==> config.mk <==
export PLATFORM = sky130hd
export DESIGN_NAME = regfile_scoreboard
export DESIGN_NICKNAME = d
export VERILOG_FILES = /design/src/rtl/regfile_scoreboard.sv
export SDC_FILE = /design/constraint.sdc
export NUM_CORES = 2
export LEC_CHECK = 0
export ABC_AREA = 0
export CELL_PAD_IN_SITES_DETAIL_PLACEMENT = 1
export CELL_PAD_IN_SITES_GLOBAL_PLACEMENT = 1
export CORE_ASPECT_RATIO = 0.6
export CORE_MARGIN = 1
export CORE_UTILIZATION = 59
export CTS_BUF_LIST = sky130_fd_sc_hd__clkbuf_16
export CTS_CLUSTER_DIAMETER = 150
export CTS_CLUSTER_SIZE = 40
export DETAILED_ROUTE_END_ITERATION = 6
export DONT_BUFFER_PORTS = 1
export PLACE_DENSITY_LB_ADDON = 0.2
export REMOVE_ABC_BUFFERS = 1
export SYNTH_ARGS = -nofsm -noshare
export SYNTH_HDL_FRONTEND = slang
export SYNTH_SLANG_ARGS = --single-unit
==> constraint.sdc <==
create_clock -name clock -period 88.8 [get_ports clock]
set_input_delay 22.2 -clock clock [delete_from_list [all_inputs] [get_ports clock]]
set_output_delay 22.2 -clock clock [all_outputs]
set_load 0.05 [all_outputs]
==> src/rtl/regfile_scoreboard.sv <==
// regfile_scoreboard
//
// Register file with two registered read ports, one write port and a
// per-register pending (scoreboard) bit. The issue stage uses the pending
// bits to detect read-after-write hazards on fetched operands and
// write-after-write hazards on the destination it is about to reserve.
//
// Parameters:
//   DataSize - width of each register
//   AddrSize - address width; the file holds 2**AddrSize registers
//   ZeroReg  - 1: register 0 always reads 0 and ignores writes and reservations
//
// Ports:
//   clock, reset          - rising-edge clock, asynchronous active-high reset
//   enable_fetch          - capture both read operands on this edge
//   read_address1/2       - operand addresses
//   read_data1/2          - registered operand values (with writeback bypass)
//   read_valid            - registered; operands captured by the last edge
//                           had no outstanding producer
//   enable_writeback      - write write_data to write_address, clear its pending bit
//   write_address/data    - writeback destination and value
//   reserve_enable        - mark reserve_address as pending
//   reserve_address       - destination being reserved
//   reserve_conflict      - combinational; reserve_address is pending right now
//   pending_count         - registered number of pending registers

module regfile_scoreboard #(
    parameter int DataSize = 32,
    parameter int AddrSize = 5,
    parameter bit ZeroReg  = 1'b1
) (
    input  logic                clock,
    input  logic                reset,
    input  logic                enable_fetch,
    input  logic [AddrSize-1:0] read_address1,
    input  logic [AddrSize-1:0] read_address2,
    output logic [DataSize-1:0] read_data1,
    output logic [DataSize-1:0] read_data2,
    output logic                read_valid,
    input  logic                enable_writeback,
    input  logic [AddrSize-1:0] write_address,
    input  logic [DataSize-1:0] write_data,
    input  logic                reserve_enable,
    input  logic [AddrSize-1:0] reserve_address,
    output logic                reserve_conflict,
    output logic [AddrSize:0]   pending_count
);

    localparam int Depth = 2 ** AddrSize;

    logic [DataSize-1:0] mem_q [Depth];
    logic [DataSize-1:0] mem_d [Depth];
    logic [Depth-1:0]    pending_q;
    logic [Depth-1:0]    pending_d;
    logic [DataSize-1:0] read_data1_q;
    logic [DataSize-1:0] read_data1_d;
    logic [DataSize-1:0] read_data2_q;
    logic [DataSize-1:0] read_data2_d;
    logic                read_valid_q;
    logic                read_valid_d;
    logic [AddrSize:0]   pending_count_q;
    logic [AddrSize:0]   pending_count_d;

    logic                wb_active;
    logic                rsv_active;
    logic                rd1_is_zero;
    logic                rd2_is_zero;
    logic                rsv_is_zero;
    logic                wb_hits_rd1;
    logic                wb_hits_rd2;
    logic [DataSize-1:0] op1_value;
    logic [DataSize-1:0] op2_value;
    logic                op1_pending;
    logic                op2_pending;
    logic                count_inc;
    logic                count_dec;

    // Qualify each operation. With a hardwired zero register, writes and
    // reservations aimed at register 0 simply never happen, so no later
    // logic has to special-case them.
    always_comb begin
        rd1_is_zero = ZeroReg && (read_address1 == '0);
        rd2_is_zero = ZeroReg && (read_address2 == '0);
        rsv_is_zero = ZeroReg && (reserve_address == '0);
        wb_active   = enable_writeback && !(ZeroReg && (write_address == '0));
        rsv_active  = reserve_enable && !rsv_is_zero;
        wb_hits_rd1 = wb_active && (write_address == read_address1);
        wb_hits_rd2 = wb_active && (write_address == read_address2);
    end

    // Operand values and hazard status as seen by a fetch on this edge.
    // A writeback landing in the same cycle both forwards its data and
    // retires the producer, so that operand is no longer pending. A
    // same-cycle reservation belongs to a younger instruction and is not
    // considered here.
    always_comb begin
        op1_value   = mem_q[read_address1];
        op2_value   = mem_q[read_address2];
        if (wb_hits_rd1) begin
            op1_value = write_data;
        end
        if (wb_hits_rd2) begin
            op2_value = write_data;
        end
        if (rd1_is_zero) begin
            op1_value = '0;
        end
        if (rd2_is_zero) begin
            op2_value = '0;
        end
        op1_pending = pending_q[read_address1] && !wb_hits_rd1 && !rd1_is_zero;
        op2_pending = pending_q[read_address2] && !wb_hits_rd2 && !rd2_is_zero;
    end

    // Read port registers: operands are held between fetches, while
    // read_valid only ever describes the fetch of the immediately
    // preceding edge.
    always_comb begin
        read_data1_d = read_data1_q;
        read_data2_d = read_data2_q;
        read_valid_d = 1'b0;
        if (enable_fetch) begin
            read_data1_d = op1_value;
            read_data2_d = op2_value;
            read_valid_d = !op1_pending && !op2_pending;
        end
    end

    // Storage and scoreboard update. The reservation is applied after the
    // writeback so that a same-address pair leaves the register pending:
    // the new producer is still outstanding even though data just landed.
    always_comb begin
        mem_d     = mem_q;
        pending_d = pending_q;
        if (wb_active) begin
            mem_d[write_address]     = write_data;
            pending_d[write_address] = 1'b0;
        end
        if (rsv_active) begin
            pending_d[reserve_address] = 1'b1;
        end
    end

    // Population count of the pending bits, maintained incrementally. A
    // reserve only adds when the bit was clear; a writeback only removes
    // when the bit was set and is not immediately re-set by a reserve of
    // the same address. Both may fire together on different addresses,
    // which nets to zero.
    always_comb begin
        count_inc       = rsv_active && !pending_q[reserve_address];
        count_dec       = wb_active && pending_q[write_address]
                          && !(rsv_active && (reserve_address == write_address));
        pending_count_d = pending_count_q
                          + {{AddrSize{1'b0}}, count_inc}
                          - {{AddrSize{1'b0}}, count_dec};
    end

    // All state clears immediately on reset; anything in flight in that
    // cycle is discarded.
    always_ff @(posedge clock or posedge reset) begin
        if (reset) begin
            for (int i = 0; i < Depth; i++) begin
                mem_q[i] <= '0;
            end
            pending_q       <= '0;
            read_data1_q    <= '0;
            read_data2_q    <= '0;
            read_valid_q    <= 1'b0;
            pending_count_q <= '0;
        end else begin
            mem_q           <= mem_d;
            pending_q       <= pending_d;
            read_data1_q    <= read_data1_d;
            read_data2_q    <= read_data2_d;
            read_valid_q    <= read_valid_d;
            pending_count_q <= pending_count_d;
        end
    end

    // The WAW check looks at the registered state only; a writeback in the
    // same cycle does not hide a conflict from the issuer.
    always_comb begin
        reserve_conflict = pending_q[reserve_address] && !rsv_is_zero;
    end

    assign read_data1    = read_data1_q;
    assign read_data2    = read_data2_q;
    assign read_valid    = read_valid_q;
    assign pending_count = pending_count_q;

endmodule

; ---- Word level (Yosys, flattened, before mapping)
; Index checks and enable logic that the tools add are counted.
[op_classes]
add_sub_neg = 2
n_lt_le_gt_ge = 10
n_eq_ne = 3
n_mux = 28
bitwise_logic = 6
reduce_logical = 31
[op_table]
columns = op, count
row1 = bitwise mux 1024 bit, 1
row2 = 2-to-1 mux 32 bit, 11
row3 = binary-select mux 32 bit (select 5 bit), 2
row4 = demux 32 bit (select 5 bit), 1
row5 = bitwise AND 32 bit, 1
row6 = inverter 32 bit, 1
row7 = bitwise OR 32 bit, 1
row8 = < comparator 5 x 6 -> 1 bit (second input constant), 4
row9 = binary-select mux 1 bit (select 5 bit), 4
row10 = zero test 5 bit, 4
row11 = >= comparator 6 bit (second input constant), 3
row12 = inverter 5 -> 6 bit, 3
row13 = logical AND 1 bit, 17
row14 = equality test 5 bit, 3
row15 = demux 1 bit (select 5 bit), 2
row16 = >= comparator 5 x 1 -> 1 bit (second input constant), 2
row17 = zero test 1 bit, 10
row18 = 2-to-1 mux 1 bit, 7
row19 = adder 6 x 1 -> 6 bit, 1
row20 = < comparator 6 x 1 -> 1 bit (second input constant), 1
row21 = subtractor 6 x 1 -> 6 bit, 1
[totals]
ff_bits = 1127
output_inout_bits = 72
elab_cells = 117

; ---- Depth between registers and ports, before layout
[depth]
depth_word = 10
depth_mapped = 16
ltp_nobuf = 14

; ---- Worst setup path after synthesis
; OpenSTA, ideal clock, no wires.
[synth_timing]
kind = input -> output
startpoint = input reserve_address[0]
endpoint = output reserve_conflict
arrival_ns = 23.801
required_ns = 66.600
setup_slack_ns = 42.799
cell_stages = 5
path_buffers = 1
path_cell_list = buf_2 mux4_2 mux4_2 mux2i_1 nor2_1
[synth_between]
elab_chain_cells = 3
[synth_rtl]
columns = element, line_no
row1 = "start, declared", 44  ; input logic [AddrSize-1:0] reserve_address,
row2 = binary-select mux 1 bit (select 5 bit) or zero test 5 bit (tied branches), "183, 84"
row3 = 2-to-1 mux 1 bit (not written as such) or zero test 1 bit (tied branches), 183  ; reserve_conflict = pending_q[reserve_address] && !rsv_is_zero;
row4 = logical AND 1 bit (*), 183
row5 = "end, declared", 45  ; output logic reserve_conflict,
; Every way passes the cells marked *; elsewhere a longest branch is shown, timed or not. The select of a mux whose other input is x is not followed.

; ---- Worst setup path in the final report
; Same ends and word-level chain as after synthesis.

==> flow_summary_export.csv <==
group,metric,value,unit
layout,final_area,0.06116,mm^2
global_routing,grt_pass1_wl,286.5,mm
yosys,syn_avg_cell_area,15.17,um^2
clock_tree,clock_latency,0.65,ns
layout,area_delta_synth_final,2.082,%
detailed_routing,vias_per_cell,7.583,
worst_setup_path,crit_top_cell,"mux4_2",
power_and_ir_drop,ir_drop,0.01579,mV
status,outcome,"completed",
clock_tree,root_buffer,"clkbuf_16",
placed_design,placed_cell_area,0.06020,mm^2
detailed_routing,wl,191.8,mm
layout,regArea,0.02820,mm^2
worst_setup_path,crit_arrival,23.68,ns
clock_tree,cts_tree,"yes",
clock_tree,clk_pin_slew,0.15,ns
yosys,ys_seq_area_frac,0.4707,
clock_tree,ctsResizeCount,0,
placed_design,port_buffers,0,
layout,nets,3666,
timing,layout_min_cycle_time,45.88,ns
clock_tree,cts_max_level,2,
detailed_routing,drc,0,
job,maxCapViolCount,0,
timing,tns,0,ns
yosys,syn_area,0.05991,mm^2
global_routing,track_usage,0.3811,
die,start_util,0.5958,
worst_setup_path,critPathLaunchType,"input pin",
detailed_routing,drt_iter0_drc,4344,
detailed_routing,wl_per_cell,38.82,um
yosys,synth-async-reset-ratio,1.000,
timing,slew_viol_final,0,
global_routing,grt_max_degree,275,
power_and_ir_drop,p_leak,26.10,nW
worst_setup_path,critPathTopFamily,"multiplexers",
global_routing,antenna_found_initial,2,
die,ios,129,
timing,rsz0062_at_grt,"false",
detailed_routing,postRouteAntennaNets,0,
yosys,synth-edff-count,0,
timing,relSlewSlack,0.1649,
global_routing,grt_pass1_vias,40700,
worst_setup_path,crit_type,"in -> out",
yosys,synth_area_leader_cell,"dfrtp_1",
worst_setup_path,worst-path-buf-inv,0,
worst_setup_path,path_max_fanout,20,
worst_setup_path,cp_cell_sequence,"mux4_2 > mux4_2 > mux2i_1 > nor2_1",
yosys,synth-seq-cells,1127,
timing,hold_viol_final,0,
yosys,yosys_warnings,0,
yosys,synth_top_area_share,0.4707,
yosys,ys_types,59,
global_routing,grt_remaining_overflow,0,
timing,max_clock_freq,0.02180,GHz
clock_tree,clk_path_buf_depth,3,
timing,tightestPinTransition,1.248,ns
layout,drive_gt1_frac,0.4709,
worst_setup_path,critical_path.endpoint_type,"output pin",
clock_tree,numCtsBuffers,34,
worst_setup_path,cp.required,66.60,ns
clock_tree,cts_setup_buffers,0,
worst_hold_path,hp-class,"reg -> reg",
placed_design,hpwl,105.4,mm
clock_tree,hold_buffers,0,
detailed_routing,dr.pass1.iters,7,
die,die_x,413.4,um
yosys,syn-instance-count,3950,
yosys,yosys-top-cells-area,"dfrtp_1 (47%), mux4_2 (20%), mux2_2 (19%), mux2i_1 (3.8%), buf_2 (1.5%)",
worst_setup_path,max_stage_delay,0.51,ns
timing,whs,0.4115,ns
clock_tree,clock_sinks,1127,
detailed_routing,vias,37461,
timing,finalSetupViolCount,0,
die,rows,90,
layout,fillers,8820,
power_and_ir_drop,power_density,20.25,mW/mm^2
timing,finClkSkew,0.05193,ns
die,coreArea,0.1006,mm^2
placed_design,place.gp.congestion,0.8895,
timing,fin_crit_sh,0.5167,
layout,multi_input_area,0.02979,mm^2
die,fp.dieArea,0.1029,mm^2
worst_setup_path,critPathSlowestCell,"mux4_2",
yosys,synth-main-ff-cell,"dfrtp_1",
die,fp.dieH,248.8,um
## kinds of logic after synthesis
group | count (synthesis) | share of synthesized area
mux | 1768 | 0.4295
fa+ha+maj | 7 | 0.001587
simple gates | 303 | 0.02531
compound gates | 266 | 0.03435
buf+inv | 459 | 0.03567
flops | 1127 | 0.4707
xor+xnor | 20 | 0.002924
## worst paths after layout
| kind | startpoint | to | slack [ns] | cells past startpoint |
|---|---|---|---|---|
| worst min register to register | mem_q[1012] | mem_q[1012] | 0.41 | 0 |
| min in group asynchronous | reset | mem_q[870] | 21.58 | 1 |
| worst max-delay path | reserve_address[0] | reserve_conflict | 42.92 | 4 |
| max in group asynchronous | reset | mem_q[636] | 63.96 | 4 |
| worst min-delay path | mem_q[1012] | mem_q[1012] | 0.41 | 0 |
| worst max register to register | pending_q[12] | pending_count[5] | 85.32 | 12 |
## report_power, final
group / leakage [nW] / switching, mW / total (mW) / internal (mW)
combinational: 11.2 / 0.100 / 0.280 / 0.180
sequential: 14.4 / 0.112 / 0.723 / 0.611
clock: 0.467 / 0.159 / 0.236 / 0.0765
## stage by stage
| step | utilization | power (mW) | instances | worst slack [ns] |
|---|---|---|---|---|
| final | 0.6082 | 1.239 | 4940 | 42.92 |
| after global routing | 0.6082 | 1.286 | 4938 | 42.89 |
| after CTS | 0.6082 | 1.239 | 4938 | 42.94 |
| after detailed placement | 0.5987 | 1.008 | 4900 | 42.95 |
| after global placement | 0.5987 | 0.9725 | 4900 | 42.93 |
| after floorplan | - | 0.9235 | 3507 | 34.86 |
## worst register-to-register path, delay by kind of cell (launching register included)
| family | cells | cell delay (ns) |
|---|---|---|
| fa+ha+maj | 2 | 0.52 |
| mux | 3 | 1.23 |
| xor+xnor | 1 | 0.13 |
| buf+inv | 1 | 0.04 |
| flops | 1 | 0.52 |
| simple gates | 1 | 0.18 |
| compound gates | 4 | 0.78 |
## cells in the mapped netlist (13+ instances only)
| master | count |
|---|---|
| a21oi_1 | 13 |
| a221o_1 | 32 |
| a221oi_1 | 33 |
| a22o_1 | 16 |
| a22oi_1 | 74 |
| and2_1 | 34 |
| buf_1 | 20 |
| buf_2 | 184 |
| buf_4 | 40 |
| clkbuf_1 | 194 |
| dfrtp_1 | 1127 |
| inv_1 | 15 |
| mux2_2 | 1001 |
| mux2i_1 | 225 |
| mux4_2 | 542 |
| nand2_1 | 89 |
| nand3_1 | 74 |
| nor2_1 | 38 |
| nor2b_1 | 17 |
| o21ai_0 | 39 |
| xnor2_1 | 17 |
## area by class of cell
| type | count | area share |
|---|---|---|
| repair buffers | 59 | 0.007651 |
| well taps | 1334 | 0.02729 |
| flip-flops and latches | 1127 | 0.4611 |
| diodes | 2 | 0.00008183 |
| multi-input cells | 2364 | 0.4871 |
| clock buffers | 37 | 0.01514 |
| inverters | 16 | 0.001146 |
| clock inverters | 1 | 0.0004910 |
## metal layers
| layer | vias to the layer above | wire length (um) | global-route usage |
|---|---|---|---|
| li1 | 14458 | - | - |
| met1 | 20709 | 76570 | 0.5400 |
| met2 | 1851 | 90030 | 0.5842 |
| met3 | 443 | 17000 | 0.08254 |
| met4 | 0 | 8173 | 0.1414 |
| met5 | - | 0 | 0 |
## state kept, by name, indices dropped and copies added, names as in the netlist
signal and count:
read_data1 32, pending_count 6, read_valid 1, mem_q 1024
pending_q 32, read_data2 32
## cell usage in the layout, fill, tap and decap left out, types with 5 or more instances in the layout
cell and count:
buf_4 57, clkbuf_16 37, nor2_1 20, a22o_1 16
nand2_1 73, a22oi_1 74, nor3_1 7, dfrtp_1 1127
and2_1 33, a221oi_1 33, a221o_1 32, nand3_1 74
nor2_4 18, xnor2_1 17, nor2b_1 14, mux2_2 1001
a32oi_1 10, a21oi_1 12, o21ai_0 39, nand4_1 8
o22ai_1 10, nand2_2 15, mux4_2 542, nand3b_1 5
ha_1 6, inv_1 12, nand2b_1 5, o2bb2ai_1 5
nor3b_1 5, a211oi_1 6, mux2i_1 225
(Power assumes the default switching activity.)
